## config.mk

```make
export PLATFORM = sky130hd
export DESIGN_NAME = ir_sensor_sampler
export DESIGN_NICKNAME = d
export VERILOG_FILES = /design/src/rtl/ir_sensor_sampler.sv
export SDC_FILE = /design/constraint.sdc
export NUM_CORES = 1
export LEC_CHECK = 0
export BUFFER_PORTS_ARGS = -buffer_cell sky130_fd_sc_hd__buf_2
export CAP_MARGIN = 25
export CORE_MARGIN = 2
export CORE_UTILIZATION = 50
export DETAILED_ROUTE_END_ITERATION = 10
export GPL_TIMING_DRIVEN = 0
export PLACE_DENSITY_LB_ADDON = 0.1
export SYNTH_ARGS = -nofsm -noshare
export SYNTH_HDL_FRONTEND = slang
export SYNTH_SLANG_ARGS = --single-unit
```

## constraint.sdc

```tcl
create_clock -name clk_in -period 5.9 [get_ports clk_in]
set_input_delay 0.59 -clock clk_in [delete_from_list [all_inputs] [get_ports clk_in]]
set_output_delay 0.59 -clock clk_in [all_outputs]
set_load 0.01 [all_outputs]
```

## src/rtl/ir_sensor_sampler.sv

```systemverilog
// ir_sensor_sampler: MCP3208 SPI sweep (left, right, forward) with per-channel IIR filter
// and a hysteresis comparator on the forward reading.
module ir_sensor_sampler #(
   parameter int unsigned CLK_DIV    = 25,
   parameter logic [2:0]  CH_LEFT    = 3'd0,
   parameter logic [2:0]  CH_RIGHT   = 3'd1,
   parameter logic [2:0]  CH_FWD     = 3'd2,
   parameter int unsigned FILT_SHIFT = 2,
   parameter logic [15:0] FWD_ON_TH  = 16'h8000,
   parameter logic [15:0] FWD_OFF_TH = 16'h7000,
   parameter int unsigned SWEEP_GAP  = 1000
) (
   input  logic        clk_in,
   input  logic        reset_n_in,
   input  logic        sample_en_in,
   input  logic        adc_miso_in,
   output logic        adc_sclk_out,
   output logic        adc_cs_n_out,
   output logic        adc_mosi_out,
   output logic [15:0] left_ir,
   output logic [15:0] right_ir,
   output logic        forward_ir,
   output logic        ir_valid
);
   localparam int unsigned CMAX = SWEEP_GAP > CLK_DIV ? SWEEP_GAP : CLK_DIV;
   localparam int CW = $clog2(CMAX) + 1;

   typedef enum logic [2:0] {IDLE, SETUP, SHIFT, HOLD, UPDATE, CSGAP, SWGAP} state_t;

   state_t             state_q, state_d;
   logic [CW-1:0]      cnt_q, cnt_d;
   logic               phase_q, phase_d;
   logic [4:0]         bit_idx_q, bit_idx_d;
   logic [1:0]         chan_q, chan_d;
   logic [11:0]        shift_q, shift_d;
   logic [1:0]         sync_q;
   logic [2:0][15:0]   acc_q, acc_d;
   logic [2:0]         prime_q, prime_d;
   logic               fwd_q, fwd_d;
   logic               valid_q, valid_d;
   logic               div_done, gap_done, upd, last_ch;
   logic [2:0]         ch;
   logic [23:0]        cmd;
   logic [15:0]        x, acc_cur, acc_new;
   logic signed [16:0] diff, step;

   always_ff @(posedge clk_in or negedge reset_n_in) begin
      if (!reset_n_in) state_q <= IDLE;
      else state_q <= state_d;
   end

   always_comb begin
      state_d = state_q;
      case (state_q)
         IDLE:    state_d = sample_en_in ? SETUP : IDLE;
         SETUP:   state_d = div_done ? SHIFT : SETUP;
         SHIFT:   state_d = div_done && phase_q && bit_idx_q == 5'd23 ? HOLD : SHIFT;
         HOLD:    state_d = div_done ? UPDATE : HOLD;
         UPDATE:  state_d = last_ch ? SWGAP : CSGAP;
         CSGAP:   state_d = div_done ? SETUP : CSGAP;
         SWGAP:   state_d = gap_done ? IDLE : SWGAP;
         default: state_d = IDLE;
      endcase
   end

   always_comb begin
      adc_cs_n_out = state_q inside {IDLE, UPDATE, CSGAP, SWGAP};
      adc_sclk_out = state_q == SHIFT && phase_q;
      adc_mosi_out = state_q inside {SETUP, SHIFT} && cmd[5'd23 - bit_idx_q];
      left_ir      = acc_q[0];
      right_ir     = acc_q[1];
      forward_ir   = fwd_q;
      ir_valid     = valid_q;
   end

   always_comb begin
      div_done  = cnt_q == CW'(CLK_DIV - 1);
      gap_done  = cnt_q == CW'(SWEEP_GAP - 1);
      upd       = state_q == UPDATE;
      last_ch   = chan_q == 2'd2;
      ch        = chan_q == 2'd0 ? CH_LEFT : chan_q == 2'd1 ? CH_RIGHT : CH_FWD;
      cmd       = {5'b0, 2'b11, ch, 14'b0};
      cnt_d     = state_q inside {IDLE, UPDATE} || (state_q == SWGAP ? gap_done : div_done) ? '0 : cnt_q + 1'b1;
      phase_d   = state_q == SHIFT && (div_done ? !phase_q : phase_q);
      bit_idx_d = state_q != SHIFT ? '0 : div_done && phase_q ? bit_idx_q + 1'b1 : bit_idx_q;
      // MISO is captured on the first cycle of each SCLK high phase (the rising edge)
      shift_d   = state_q == SHIFT && phase_q && cnt_q == '0 ? {shift_q[10:0], sync_q[1]} : shift_q;
      chan_d    = state_q == IDLE ? 2'd0 : upd && !last_ch ? chan_q + 2'd1 : chan_q;
      x         = {shift_q, 4'b0};
      acc_cur   = acc_q[chan_q];
      diff      = $signed({1'b0, x}) - $signed({1'b0, acc_cur});
      step      = diff >>> FILT_SHIFT;
      acc_new   = prime_q[chan_q] ? 16'({1'b0, acc_cur} + step) : x;
      acc_d     = acc_q;
      prime_d   = prime_q;
      if (upd) begin
         acc_d[chan_q]   = acc_new;
         prime_d[chan_q] = 1'b1;
      end
      fwd_d     = upd && last_ch ? (acc_new >= FWD_ON_TH ? 1'b1 : acc_new < FWD_OFF_TH ? 1'b0 : fwd_q) : fwd_q;
      valid_d   = upd && last_ch;
   end

   always_ff @(posedge clk_in or negedge reset_n_in) begin
      if (!reset_n_in) begin
         cnt_q     <= '0;
         phase_q   <= 1'b0;
         bit_idx_q <= '0;
         chan_q    <= '0;
         shift_q   <= '0;
         sync_q    <= '0;
         acc_q     <= '0;
         prime_q   <= '0;
         fwd_q     <= 1'b0;
         valid_q   <= 1'b0;
      end else begin
         cnt_q     <= cnt_d;
         phase_q   <= phase_d;
         bit_idx_q <= bit_idx_d;
         chan_q    <= chan_d;
         shift_q   <= shift_d;
         sync_q    <= {sync_q[0], adc_miso_in};
         acc_q     <= acc_d;
         prime_q   <= prime_d;
         fwd_q     <= fwd_d;
         valid_q   <= valid_d;
      end
   end
endmodule

```

# --- After elaboration in Yosys (flattened, before gate mapping) ---
# Cells that the tools add are included.
totals:
  regBits: 89
  output_inout_bits: 37
  in_bits: 4
  word_cells: 90
classes:
  mux: 31
  order_cmp: 5
  reduce_logical: 22
  n_addsub: 6
  n_bitwise: 1
  n_eq_ne: 12
op_table:
  columns: ["op", "count"]
  rows:
  - ["48-bit bitwise mux", 1]
  - ["16-bit 2-to-1 mux", 3]
  - ["16-bit binary-select mux with 2-bit select", 1]
  - ["16-bit demux with 2-bit select", 1]
  - ["3-bit case mux with 7 select lines", 1]
  - ["16-bit by 16-bit subtractor with 17-bit output", 1]
  - ["16-bit adder", 1]
  - ["16-bit greater-or-equal comparator (second input constant)", 1]
  - ["16-bit by 15-bit less-than comparator with 1-bit output (second input constant)", 1]
  - ["2-bit 2-to-1 mux", 6]
  - ["11-bit by 1-bit adder with 11-bit output (second input constant)", 1]
  - ["11-bit by 10-bit equality test with 1-bit output (second input constant)", 1]
  - ["11-bit by 5-bit equality test with 1-bit output (second input constant)", 1]
  - ["11-bit zero test", 1]
  - ["11-bit 2-to-1 mux", 1]
  - ["5-bit 2-to-1 mux", 2]
  - ["2-bit nonzero test", 5]
  - ["3-bit equality test (second input constant)", 3]
  - ["1-bit logical AND", 9]
  - ["1-bit 2-to-1 mux", 9]
  - ["3-bit 2-to-1 mux", 3]
  - ["3-bit by 2-bit equality test with 1-bit output (second input constant)", 2]
  - ["5-bit by 6-bit less-than comparator with 1-bit output (second input constant)", 1]
  - ["5-bit by 1-bit adder with 5-bit output (second input constant)", 1]
  - ["other kinds (19)", 20]

# --- Logic depth before layout (Yosys ltp) ---
logic_depth:
  ltp_word: 8
  ltp_mapped: 22
  ltp_nobuf: 20

# --- Least setup slack after synthesis ---
# Ideal clock, no wire load.
synth_path:
  path_kind: "register -> register"
  startpoint: "register chan_q[1]"
  endpoint: "register fwd_q, in the netlist forward_ir"
  path_slack_ps: 1652
  t_required_ps: 5810
  path_stages_with_launch: 22
  period_less_slack_ps: 4248
  t_arrival_ps: 4158
  setup_ps: 90
  path_buffers: 2
  cell_sequence: "dfrtp_1 buf_6 buf_1 mux2i_1 nor2_1 a21oi_1 ha_1 a21oi_1 and3_1 a21oi_1 o21ai_4 o21bai_1 xor2_1 ha_1 nand3_1 nor2_1 and3_1 o31a_1 o21ai_0 o311ai_0 a211o_1 o2111ai_1"
synth_between:
  elab_chain_len: 8
  elab_cells_between_ends: 14
  classes_between: "add/sub (2); order compare (2); eq/ne (1); mux (6); reduce/logical (3)"
synth_lines:
  columns: ["item", "line_no", "text"]
  rows:
  - ["from (decl)", "34", "logic [1:0] chan_q, chan_d;"]
  - ["from (signal assigned)", "120", "chan_q <= chan_d;"]
  - ["16-bit binary-select mux with 2-bit select", "90", "acc_cur = acc_q[chan_q];"]
  - ["16-bit 2-to-1 mux (not written as such)", "90", null]
  - ["16-bit by 16-bit subtractor with 17-bit output", "91", "diff = $signed({1'b0, x}) - $signed({1'b0, acc_cur});"]
  - ["16-bit adder", "93", "acc_new = prime_q[chan_q] ? 16'({1'b0, acc_cur} + step) : x;"]
  - ["16-bit 2-to-1 mux", "93", null]
  - ["16-bit greater-or-equal comparator or 16-bit by 15-bit less-than comparator with 1-bit output (tied branches)", "100", "fwd_d = upd && last_ch ? (acc_new >= FWD_ON_TH ? 1'b1 : acc_new < FWD_OFF_TH ? 1'b0 : fwd_q) : fwd_q;"]
  - ["2-bit nonzero test (no line)", null, null]
  - ["2-bit AND reduction (no line)", null, null]
  - ["to (signal assigned)", "125", "fwd_q <= fwd_d;"]
  - ["to (decl)", "39", "logic fwd_q, fwd_d;"]
# Parallel ways exist; a longest one is shown, timed or not. The select of a mux whose other input is x is not followed.
# A chain may end at the register's enable or synchronous reset.

# --- Worst setup path in the final report ---
# Same ends and word-level chain as after synthesis.

==> results.cfg <==
[floorplan]
fp.dieW_um = 113
row_count = 39
num_io_pins = 41
die_h_um = 113
start_util_pct = 51.7
core_area_um2 = 11500
dieArea_um2 = 12800

[synthesis]
synth_area_leaders = dfrtp_1, ha_1, o21ai_0
synth_edf_count = 0
synth-seq-cells = 89
ys_seq_area_share_pct = 37.4
synth_nets = 706
yosys.area_share.simple_pct = 17.3
yosys.area.top_type_share_pct = 37.4
yosys_most_used_dff = dfrtp_1
synth.avg_cell_area_um2 = 9.02
synth_cell_types = 59
synthMuxAreaShare_pct = 6.22
synthArstFlopShare_pct = 100
yosys.area_share.adder_pct = 8.95
yosys.area.top_type = dfrtp_1
synth_xor_area_share_pct = 4.98
yosysWarningCount = 0
synth_compound_area_share_pct = 17.5
syn-cell-area_um2 = 5950
synth_top_family_by_area = compound AO/OA/AOI/OAI gates
syn-instance-count = 660

[drt]
dr.pass1.iters = 8
ant_nets = 0
wl_um = 14300
wire_per_inst_um = 16.6
num_vias = 4802
drc = 4
drt_iter0_drc = 345
viasPerCell = 5.59

[pwr]
swShare_pct = 18.8
max-vdd-ir-drop_mv = 0.199
seqPwrFrac_pct = 46.4
power.share.clock_pct = 52.4
pwr-share-comb_pct = 1.1
p_int_w = 0.00107
leakage_nw = 3.26
power_w = 0.00132
power_density_nw_per_um2 = 196
p_sw_w = 0.000247

[setup_path]
crit_fanout = 10
cp-start-kind = flip-flop
crit_type = flip-flop to flip-flop
critPathArrivalTime_ns = 5.55
crit_required_ns = 6.11
end_kind = flip-flop

[placement]
gp_congestion = 0.938
place.detailed.hpwl_um = 10900
portBuffers = 40
placed_cell_area_um2 = 6360

[clocking]
cts_tree = done
h-tree-depth = 3
cts.sinks = 89
cts_resized = 0
postCtsSetupBuffers = 0
root_buffer = clkbuf_16
postCtsHoldBufs = 0
clock_path_buffers = 2
numCtsBuffers = 9
clkTransAtPathRegs_ns = 0.06
clock_latency_ns = 0.34

[outcome]
violations = design-rule violations
status = finished, violations left

[sta]
finalHoldViolations = 0
tightest_slew_ns = 0.674
fmax_mhz = 187
setup_viol = 0
post-route-period-util_pct = 90.5
slew_headroom_pct = 55.0
rsz0062_at_grt = false
slew_viol_final = 0
tns_ns = 0
skew_ns = 0.00660
min_period_ns = 5.34

[global_routing]
grt_pass1_vias = 4694
grt.total_usage_pct = 23.4
grt_pass1_wl_um = 23600
grt_max_degree = 73
antenna_found_initial = 0
grt.overflow.total = 0

[cells_and_area]
final_nets = 758
drive_gt1_share_pct = 16.5
fill_cells = 1026
area_growth_pct = 12.9
antenna-diode-count = 0
final_area_um2 = 6720

[job]
cap_viol_max_count = 0

[min_path]
hold_class = input port to asynchronous set/reset pin
metrics by stage:
stage | utilization, % | setup WS (ns) | hold slack (ns) | instances
global placement | 55.0 | 0.613 | 0.331 | 843
CTS | 58.4 | 0.548 | 0.123 | 859
global route | 58.4 | 0.0656 | 0.131 | 859
floorplan | - | 1.65 | 0.294 | 660
finish | 58.4 | 0.558 | 0.121 | 859
detailed placement | 55.2 | 0.564 | 0.340 | 844
final cells by class:
| type | instances | area [um^2] | area share, % |
|---|---|---|---|
| Multi-Input combinational cell | 486 | 3270 | 48.6 |
| Sequential cell | 89 | 2230 | 33.1 |
| Buffer | 57 | 354 | 5.27 |
| Timing Repair Buffer | 41 | 230 | 3.43 |
| Clock buffer | 10 | 229 | 3.41 |
| Tap cell | 143 | 179 | 2.66 |
| Clock inverter | 5 | 129 | 1.92 |
| Inverter | 28 | 105 | 1.56 |
cell usage in the layout (no fill, tap or decap), drive strengths merged, types with 6 or more instances in the layout:
| master | n |
|---|---|
| dfrtp | 89 |
| buf | 80 |
| nand2 | 73 |
| o21ai | 72 |
| nor2 | 57 |
| ha | 41 |
| a21oi | 40 |
| inv | 28 |
| clkbuf | 28 |
| mux2i | 22 |
| nand3 | 18 |
| xnor2 | 18 |
| xor2 | 15 |
| nand2b | 14 |
| mux2 | 13 |
| nor3 | 10 |
| or3 | 6 |
| a21o | 6 |
| o21a | 6 |
power groups by stage:
stage               clock network, W  registers, W     logic (W)
floorplan                          0      0.000623  0.0000000149
global placement                   0      0.000622     0.0000129
detailed placement                 0      0.000622     0.0000158
CTS                         0.000701      0.000611     0.0000159
global route                0.000725      0.000611     0.0000174
finish                      0.000690      0.000611     0.0000150
logic make-up after synthesis:
family                     Yosys count
xor gates and xnor gates            33
DFF                                 89
adders and majority gates           42
muxes                               35
buffers and inverters               85
AOI/OAI and AO/OA                  163
and+or+nand+nor                    213
worst paths after layout:
kind / from / to / slack, ns / depth (start not counted)
worst max-delay path: chan_q[1] / forward_ir / 0.56 / 19
worst min-delay path: reset_n_in / bit_idx_q[4] / 0.12 / 1
worst max register to register: chan_q[1] / forward_ir / 0.56 / 19
worst min register to register: sync_q[0] / sync_q[1] / 0.35 / 0
max in group asynchronous: reset_n_in / shift_q[3] / 5.15 / 2
min in group clk_in: sync_q[0] / sync_q[1] / 0.35 / 0
per-layer routing:
metal | vias to the layer above | global-route usage [%] | wire [um]
met5 | - | 0 | 0
met4 | 0 | 6.83 | 223
met3 | 18 | 4.18 | 559
met2 | 98 | 39.1 | 6850
met1 | 2314 | 31.5 | 6650
li1 | 2372 | - | -
Yosys cell counts (all sizes together), types with 2 or more instances:
cell type and instances:
nor4 5, o211ai 5, o2bb2ai 4, nor2 57, a31oi 3, a21oi 40
mux2 13, xor2 15, xnor2 18, or3 6, and3 4, o2111ai 2
mux2i 22, inv 28, a211o 2, nor3b 4, o31ai 5, a21o 6
nand4 5, and2 5, nor3 10, nand3 18, a21boi 3, o21ai 72
nand2b 14, buf 39, o21a 6, nor2b 5, ha 41, nand3b 3
a211oi 5, dfrtp 89, nor4b 2, clkbuf 18, nand2 73
sequential cells by signal, summed over array words and instances (netlist names), 3 cells and up:
name,flops
cnt_q,11
prime_q,3
acc_q,16
bit_idx_q,5
state_q,3
right_ir,16
left_ir,16
shift_q,12
worst max-delay path: stages (launching register included):
cell and delay, ns:
dfrtp_1 0.49, buf_6 0.23, buf_1 0.54, mux2i_1 0.27, nor2_1 0.06, a21oi_1 0.30
ha_1 0.33, a21oi_1 0.24, nand3_1 0.16, o21ai_4 0.26, o21bai_1 0.14, xor2_1 0.17
ha_1 0.40, nand2_1 0.09, o22a_1 0.23, a31oi_1 0.36, a211oi_1 0.13, a211oi_1 0.52
a211o_1 0.17, o2111ai_1 0.10
Note: power is estimated with default switching activity, not from simulation.
